**src/rtl/p_1hot_chk_mon.sv**
```systemverilog
// p_1hot_chk_mon: registered multi-channel one-hot checker and error monitor.
// Each cycle, it classifies N vectors of W bits as one-hot or not. Optionally,
// the all-zero vector also passes. It keeps a saturating error count, a sticky
// error flag and a record of the first error.
// Optional feature: define P_1HOT_CHK_MON_THRESH_EN to add the i_thresh input
// and the o_irq output. o_irq is a registered threshold interrupt on the count.
//
// Handshake: i_vld[c] qualifies i_x[c] on every rising clk edge. There is no
// ready signal. The block accepts a new input every cycle and never stalls.
// o_vld[c] is i_vld[c] delayed by one cycle. o_is_1hot[c] is meaningful only
// when o_vld[c] is 1; otherwise it reads 0.
module p_1hot_chk_mon #(
    parameter int W          = 8,
    parameter int N          = 1,
    parameter int ALLOW_ZERO = 0,
    parameter int CNT_W      = 8,
    localparam int CH_W      = (N > 1) ? $clog2(N) : 1
) (
    input  logic                  clk,
    input  logic                  rst_n,
    input  logic [N-1:0]          i_vld,
    input  logic [N-1:0][W-1:0]   i_x,
    input  logic                  i_clr,
`ifdef P_1HOT_CHK_MON_THRESH_EN
    input  logic [CNT_W-1:0]      i_thresh,
    output logic                  o_irq,
`endif
    output logic [N-1:0]          o_vld,
    output logic [N-1:0]          o_is_1hot,
    output logic                  o_err_sticky,
    output logic [CNT_W-1:0]      o_err_cnt,
    output logic                  o_first_err_vld,
    output logic [CH_W-1:0]       o_first_err_ch,
    output logic [W-1:0]          o_first_err_x
);

    localparam int PC_W  = $clog2(W + 1);
    // The sum is wide enough to hold the full count plus every channel
    // erroring in one cycle, so saturation never sees a wrapped value.
    localparam int SUM_W = CNT_W + $clog2(N + 1);
    localparam logic [CNT_W-1:0] CNT_MAX = '1;

    logic [N-1:0]      pass;
    logic [N-1:0]      err;
    logic [PC_W-1:0]   pc;
    logic [SUM_W-1:0]  n_err;
    logic [SUM_W-1:0]  sum;
    logic [CNT_W-1:0]  cnt_sat;
    logic [CH_W-1:0]   fe_ch;
    logic [W-1:0]      fe_x;

    logic [N-1:0]      vld_q, vld_d;
    logic [N-1:0]      is_1hot_q, is_1hot_d;
    logic              err_sticky_q, err_sticky_d;
    logic [CNT_W-1:0]  err_cnt_q, err_cnt_d;
    logic              first_err_vld_q, first_err_vld_d;
    logic [CH_W-1:0]   first_err_ch_q, first_err_ch_d;
    logic [W-1:0]      first_err_x_q, first_err_x_d;
`ifdef P_1HOT_CHK_MON_THRESH_EN
    logic              irq_q, irq_d;
`endif

    // Classify each channel by popcount and flag valid channels that fail.
    always_comb begin
        pass = '0;
        pc   = '0;
        for (int c = 0; c < N; c++) begin
            pc = '0;
            for (int b = 0; b < W; b++) begin
                pc = pc + PC_W'(i_x[c][b]);
            end
            pass[c] = (pc == PC_W'(1)) || ((ALLOW_ZERO != 0) && (pc == '0));
        end
        err = i_vld & ~pass;
    end

    // Count this cycle's errors, saturate the running total, and pick the
    // lowest-index erroring channel as the capture candidate.
    always_comb begin
        n_err = '0;
        fe_ch = '0;
        fe_x  = '0;
        for (int c = 0; c < N; c++) begin
            n_err = n_err + SUM_W'(err[c]);
        end
        for (int c = N - 1; c >= 0; c--) begin
            if (err[c]) begin
                fe_ch = CH_W'(c);
                fe_x  = i_x[c];
            end
        end
        sum     = SUM_W'(err_cnt_q) + n_err;
        cnt_sat = (sum > SUM_W'(CNT_MAX)) ? CNT_MAX : sum[CNT_W-1:0];
    end

    // Next-state for the monitor. A clear wins over any errors in the same cycle.
    always_comb begin
        vld_d           = i_vld;
        is_1hot_d       = i_vld & pass;
        err_sticky_d    = err_sticky_q;
        err_cnt_d       = err_cnt_q;
        first_err_vld_d = first_err_vld_q;
        first_err_ch_d  = first_err_ch_q;
        first_err_x_d   = first_err_x_q;
        if (i_clr) begin
            err_sticky_d    = 1'b0;
            err_cnt_d       = '0;
            first_err_vld_d = 1'b0;
            first_err_ch_d  = '0;
            first_err_x_d   = '0;
        end else begin
            err_cnt_d = cnt_sat;
            if (|err) begin
                err_sticky_d = 1'b1;
            end
            if (!first_err_vld_q && (|err)) begin
                first_err_vld_d = 1'b1;
                first_err_ch_d  = fe_ch;
                first_err_x_d   = fe_x;
            end
        end
`ifdef P_1HOT_CHK_MON_THRESH_EN
        // Compare against the post-update count so irq lines up with o_err_cnt.
        irq_d = !i_clr && (i_thresh != '0) && (err_cnt_d >= i_thresh);
`endif
    end

    // State registers with synchronous active-low reset.
    always_ff @(posedge clk) begin
        if (!rst_n) begin
            vld_q           <= '0;
            is_1hot_q       <= '0;
            err_sticky_q    <= 1'b0;
            err_cnt_q       <= '0;
            first_err_vld_q <= 1'b0;
            first_err_ch_q  <= '0;
            first_err_x_q   <= '0;
`ifdef P_1HOT_CHK_MON_THRESH_EN
            irq_q           <= 1'b0;
`endif
        end else begin
            vld_q           <= vld_d;
            is_1hot_q       <= is_1hot_d;
            err_sticky_q    <= err_sticky_d;
            err_cnt_q       <= err_cnt_d;
            first_err_vld_q <= first_err_vld_d;
            first_err_ch_q  <= first_err_ch_d;
            first_err_x_q   <= first_err_x_d;
`ifdef P_1HOT_CHK_MON_THRESH_EN
            irq_q           <= irq_d;
`endif
        end
    end

    assign o_vld           = vld_q;
    assign o_is_1hot       = is_1hot_q;
    assign o_err_sticky    = err_sticky_q;
    assign o_err_cnt       = err_cnt_q;
    assign o_first_err_vld = first_err_vld_q;
    assign o_first_err_ch  = first_err_ch_q;
    assign o_first_err_x   = first_err_x_q;
`ifdef P_1HOT_CHK_MON_THRESH_EN
    assign o_irq           = irq_q;
`endif

endmodule
```
**config.mk**
```make
export PLATFORM = sky130hd
export DESIGN_NAME = p_1hot_chk_mon
export DESIGN_NICKNAME = d
export VERILOG_FILES = /design/src/rtl/p_1hot_chk_mon.sv
export SDC_FILE = /design/constraint.sdc
export NUM_CORES = 1
export LEC_CHECK = 0
export CAP_MARGIN = 10
export CORE_MARGIN = 1.5
export CORE_UTILIZATION = 40
export CTS_BUF_LIST = sky130_fd_sc_hd__clkbuf_2 sky130_fd_sc_hd__clkbuf_4 sky130_fd_sc_hd__clkbuf_8
export DETAILED_ROUTE_END_ITERATION = 12
export HOLD_SLACK_MARGIN = 0.15
export PLACE_DENSITY = 0.77
export SLEW_MARGIN = 5
export SYNTH_ARGS = -nofsm -noshare
export SYNTH_HDL_FRONTEND = slang
export SYNTH_SLANG_ARGS = --single-unit
```
**constraint.sdc**
```tcl
create_clock -name clk -period 11.9 [get_ports clk]
set_clock_uncertainty 0.2 [all_clocks]
set_input_delay 2.975 -clock clk [delete_from_list [all_inputs] [get_ports clk]]
set_output_delay 2.975 -clock clk [all_outputs]
set_load 0.01 [all_outputs]
```
# Word-level counts from Yosys, hierarchy flattened
# Index checks and enable logic that the tools add are counted.
[totals]
out_inout_bits = 21
input_bits = 12
word_cells = 25
ff_bits = 20
[classes]
n_lt_le_gt_ge = 1
n_eq_ne = 1
bitwise_logic = 4
muxes = 2
reduce_logical = 3
n_addsub = 8
[op_table]
columns = ["op", "count"]
rows = [
  ["adder 4 x 1 -> 4 bit", 4],
  ["two-way mux 8 bit", 2],
  ["adder 8 x 1 -> 9 bit", 1],
  ["greater-than comparator 9 x 8 -> 1 bit, second input constant", 1],
  ["adder 3 x 1 -> 4 bit", 1],
  ["== test 4 x 1 -> 1 bit, second input constant", 1],
  ["adder 2 x 1 -> 3 bit", 1],
  ["adder 1 x 1 -> 2 bit", 1],
  ["bitwise AND 1 bit", 2],
  ["inverter 1 bit", 2],
  ["OR reduction 2 bit", 1],
  ["logical AND 1 bit", 1],
  ["logical NOT 1 bit", 1],
]

# Depth between registers and ports, before layout
[logic_depth]
depth_word = 13
mapped_depth = 16
mapped_depth_nobuf = 16

# Least setup slack after synthesis
# Ideal clock, no wire load.
[synth_timing]
kind = "input port to flip-flop"
from = "input i_x[0] in the netlist's numbering"
to = "register err_cnt_q[7] (netlist: o_err_cnt[7])"
path_stages = 16
required_time_ns = 11.578
path_slack_ns = 5.106
setup_time_ns = 0.122
arrival_time_ns = 6.472
path_buffers = 0
path_cell_list = "inv_1 -> fa_1 -> fa_1 -> fa_1 -> inv_1 -> ha_1 -> inv_1 -> fa_1 -> a211o_1 -> a21oi_1 -> nor2b_1 -> ha_1 -> ha_1 -> nand3_1 -> nand2_1 -> o311a_1"
[synth_between]
elab_chain_cells = 13
[synth_lines]
columns = ["item", "line", "rtl"]
rows = [
  ["from (decl)", "22", "input logic [N-1:0][W-1:0] i_x,"],
  ["adder 1 x 1 -> 2 bit (*)", "70", "pc = pc + PC_W'(i_x[c][b]);"],
  ["adder 2 x 1 -> 3 bit (*)", "70", ""],
  ["adder 3 x 1 -> 4 bit (*)", "70", ""],
  ["adder 4 x 1 -> 4 bit (*) (4 in a row)", "70", ""],
  ["== test 4 x 1 -> 1 bit (*)", "72", "pass[c] = (pc == PC_W'(1)) || ((ALLOW_ZERO != 0) && (pc == '0));"],
  ["inverter 1 bit (*)", "74", "err = i_vld & ~pass;"],
  ["bitwise AND 1 bit (*)", "74", ""],
  ["adder 8 x 1 -> 9 bit (*)", "92", "sum = SUM_W'(err_cnt_q) + n_err;"],
  ["greater-than comparator 9 x 8 -> 1 bit", "93", "cnt_sat = (sum > SUM_W'(CNT_MAX)) ? CNT_MAX : sum[CNT_W-1:0];"],
  ["two-way mux 8 bit (*)", "93", ""],
  ["to (signal assigned)", "145", "err_cnt_q <= err_cnt_d;"],
  ["to (decl)", "55", "logic [CNT_W-1:0] err_cnt_q, err_cnt_d;"],
]
# Every way passes the cells marked *; elsewhere a longest branch is shown, timed or not.
# A chain may end at the register's enable or synchronous reset.

# Worst setup path after layout
# Same ends and word-level chain as after synthesis.

==> reports/metrics.yaml <==
worst_r2r_startpoint: "o_err_cnt[0]$_SDFF_PP0_"
grt_max_degree: 23
finalSetupTns_ns: 0
layout-drive-gt1-share: 0.0411
p_leak_nw: 0.565
finalWirelength_um: 2050
antenna_found_initial: 0
seq_area_frac_synth: 0.389
critPathMaxStageDelay_ns: 0.56
synth_top_family_by_area: "simple AND/OR/NAND/NOR gates"
syn_area_per_cell_um2: 9.03
instances_no_fill: 176
ys_ff_latch: 20
wl_per_cell_um: 11.7
powerDensity_nw_per_um2: 113
num_rows: 18
cp_slowest_cell: "fa_1"
yosys.area_share.xor_xnor: 0.00851
synth.distinct_cells: 35
cp_common_cell: "fa_1"
postCtsHoldBufs: 0
finish.utilization: 0.568
dieWidth_um: 53.7
start_util: 0.419
worstHoldPathType: "flip-flop to flip-flop"
root_buffer: "clkbuf_4"
rsz0062_at_grt: "no"
rrSetupSlack_ns: 10.26
vias: 862
syn_area_um2: 1030
synth.net_count: 135
arrival_ns: 7.23
status: "finished, final reports clean"
cp.required_ns: 11.90
io_buffers: 31
grt_pass1_vias: 736
chipHeight_um: 53.7
cts_max_level: 1
hold_viol: 0
final_antenna_net_count: 0
peakVddDrop_mv: 0.0632
areaGrowthSynthToFinish_pct: 35.4
synth_compound_area_frac: 0.122
grt.total_usage: 0.150
firstDrtPassIters: 4
cts_sinks: 20
postCtsSetupBuffers: 0
n_antenna_cell: 0
drt_iter0_markers: 11
fmax_mhz: 138
setup.worst_path.end_class: "flip-flop"
postCtsResizedCells: 0
drv_slew: 0
clock_latency_ns: 0.29
dp_hpwl_um: 1590
synthAdderAreaFrac: 0.139
cts.path.max_buffers: 2
dp_cells: 172
worst_r2r_path_depth: 5
io_pins: 33
ys.flop_type: "dfxtp_1"
cp-startpoint: "i_x[0]"
drcViolationCount: 0
cap_viol_max_count: 0
startpoint_type: "input port"
core_area_um2: 2450
worstPathMaxFanout: 4
worstPathCellList: "clkdlybuf4s50_1 -> inv_1 -> fa_1 -> fa_1 -> fa_1 -> inv_1 -> ha_1 -> inv_1 -> fa_1 -> a211o_1 -> a21oi_1 -> nor2b_1 -> ha_1 -> ha_1 -> nand3_1 -> nand2_1 -> o311a_1"
setup_viol: 0
layout.nets: 168
layout_worst_path_cycle_share: 0.608
timing.rr.end: "o_err_cnt[6]$_SDFF_PP0_"
vias_per_cell: 4.90
path_clk_slew_ns: 0.11
synth_edf_count: 0
critPathKind: "input port to flip-flop"
yosysWarnings: 0
final_common_cell: "clkdlybuf4s50_1"
mostFrequentLayoutCells: "31 x clkdlybuf4s50_1, 21 x nand2_1, 20 x dfxtp_1"
synth_mux_area_frac: 0.0778
tritoncts: "done"
gr-total-overflow: 0
crit_path_end: "o_err_cnt[7]$_SDFF_PP0_"
syn_inst: 114
postSynth.asyncResetShare: 0
finalCriticalPeriod_ns: 7.23
grt_pass1_wl_um: 3080
numCtsBuffers: 3
die-area_um2: 2890
yosys.area_share.simple: 0.180
routabilityCongestion: 0.779
[worst min path at each step]
stage,end,slack [ns],cells after the start,start
after floorplan,o_err_sticky$_SDFFE_PP0N_,0.27,2,o_err_sticky$_SDFFE_PP0N_
after global placement,o_first_err_x[7]$_SDFFE_PP0P_,0.24,2,o_first_err_x[7]$_SDFFE_PP0P_
after detailed placement,o_first_err_x[5]$_SDFFE_PP0P_,0.25,2,o_first_err_x[5]$_SDFFE_PP0P_
after CTS,o_first_err_x[5]$_SDFFE_PP0P_,0.27,2,o_first_err_x[5]$_SDFFE_PP0P_
after global routing,o_first_err_x[1]$_SDFFE_PP0P_,0.28,2,o_first_err_x[1]$_SDFFE_PP0P_
final,o_first_err_x[1]$_SDFFE_PP0P_,0.27,2,o_first_err_x[1]$_SDFFE_PP0P_
[final cells by class]
class	instances	area [um2]
multi-input cells	75	546
repair buffers	32	318
clock buffers	4	36.3
well taps	30	37.5
inverters	15	56.3
flip-flops and latches	20	400
fillers	206	1060
[registers in the layout (all words and copies together), names as in the netlist]
| name | flops |
|---|---|
| o_err_sticky | 1 |
| o_vld | 1 |
| o_first_err_vld | 1 |
| o_is_1hot | 1 |
| o_first_err_x | 8 |
| o_err_cnt | 8 |
[per-layer routing]
metal,track usage,vias up,part of all wire
met2,0.222,12,0.49
met4,0.0897,0,0.0098
met5,0,-,0
li1,-,445,-
met3,0.0333,2,0.036
met1,0.198,403,0.46
[synth_stat cells, types with 2 or more instances]
| master | instances | area [um2] |
|---|---|---|
| nand4_1 | 2 | 12.5 |
| nand3_1 | 2 | 10.0 |
| a21oi_1 | 3 | 15.0 |
| nor2b_1 | 2 | 12.5 |
| and2_1 | 2 | 12.5 |
| o21ai_1 | 2 | 10.0 |
| dfxtp_1 | 20 | 400 |
| nand2_1 | 21 | 78.8 |
| o21a_1 | 2 | 15.0 |
| a31oi_1 | 4 | 25.0 |
| nor3_1 | 2 | 10.0 |
| fa_1 | 4 | 80.1 |
| mux2i_1 | 8 | 80.1 |
| inv_1 | 15 | 56.3 |
| ha_1 | 5 | 62.6 |
[worst max-delay path: cells and delay by family]
family,cells,cell delay [ns]
fa+ha+maj,7,2.44
compound gates,3,0.86
buf+inv,4,0.66
simple gates,3,0.30
[power by group]
| group | total (mW) | leakage, nW | internal (mW) | switching [mW] |
|---|---|---|---|---|
| combinational | 0.0455 | 0.382 | 0.0238 | 0.0217 |
| sequential | 0.0725 | 0.163 | 0.0706 | 0.00188 |
| clock | 0.0389 | 0.0210 | 0.0186 | 0.0203 |
[cells by family after synthesis]
family | after synthesis
AO/OA/AOI/OAI | 18
XOR/XNOR | 1
adder cells (fa/ha/maj) | 9
buffers and inverters | 19
flip-flops | 20
multiplexers | 8
other | 1
AND/OR/NAND/NOR | 38
[stage by stage]
stage	total power [mW]	cell area [um2]	hold slack, ns	worst slack (ns)
after global placement	0.119	1360	0.242	4.46
after floorplan	0.106	1030	0.270	5.11
final	0.157	1390	0.266	4.67
after CTS	0.159	1390	0.270	4.65
after detailed placement	0.120	1360	0.250	4.34
after global routing	0.167	1390	0.281	4.44
Power figures use the tool's default switching activity.
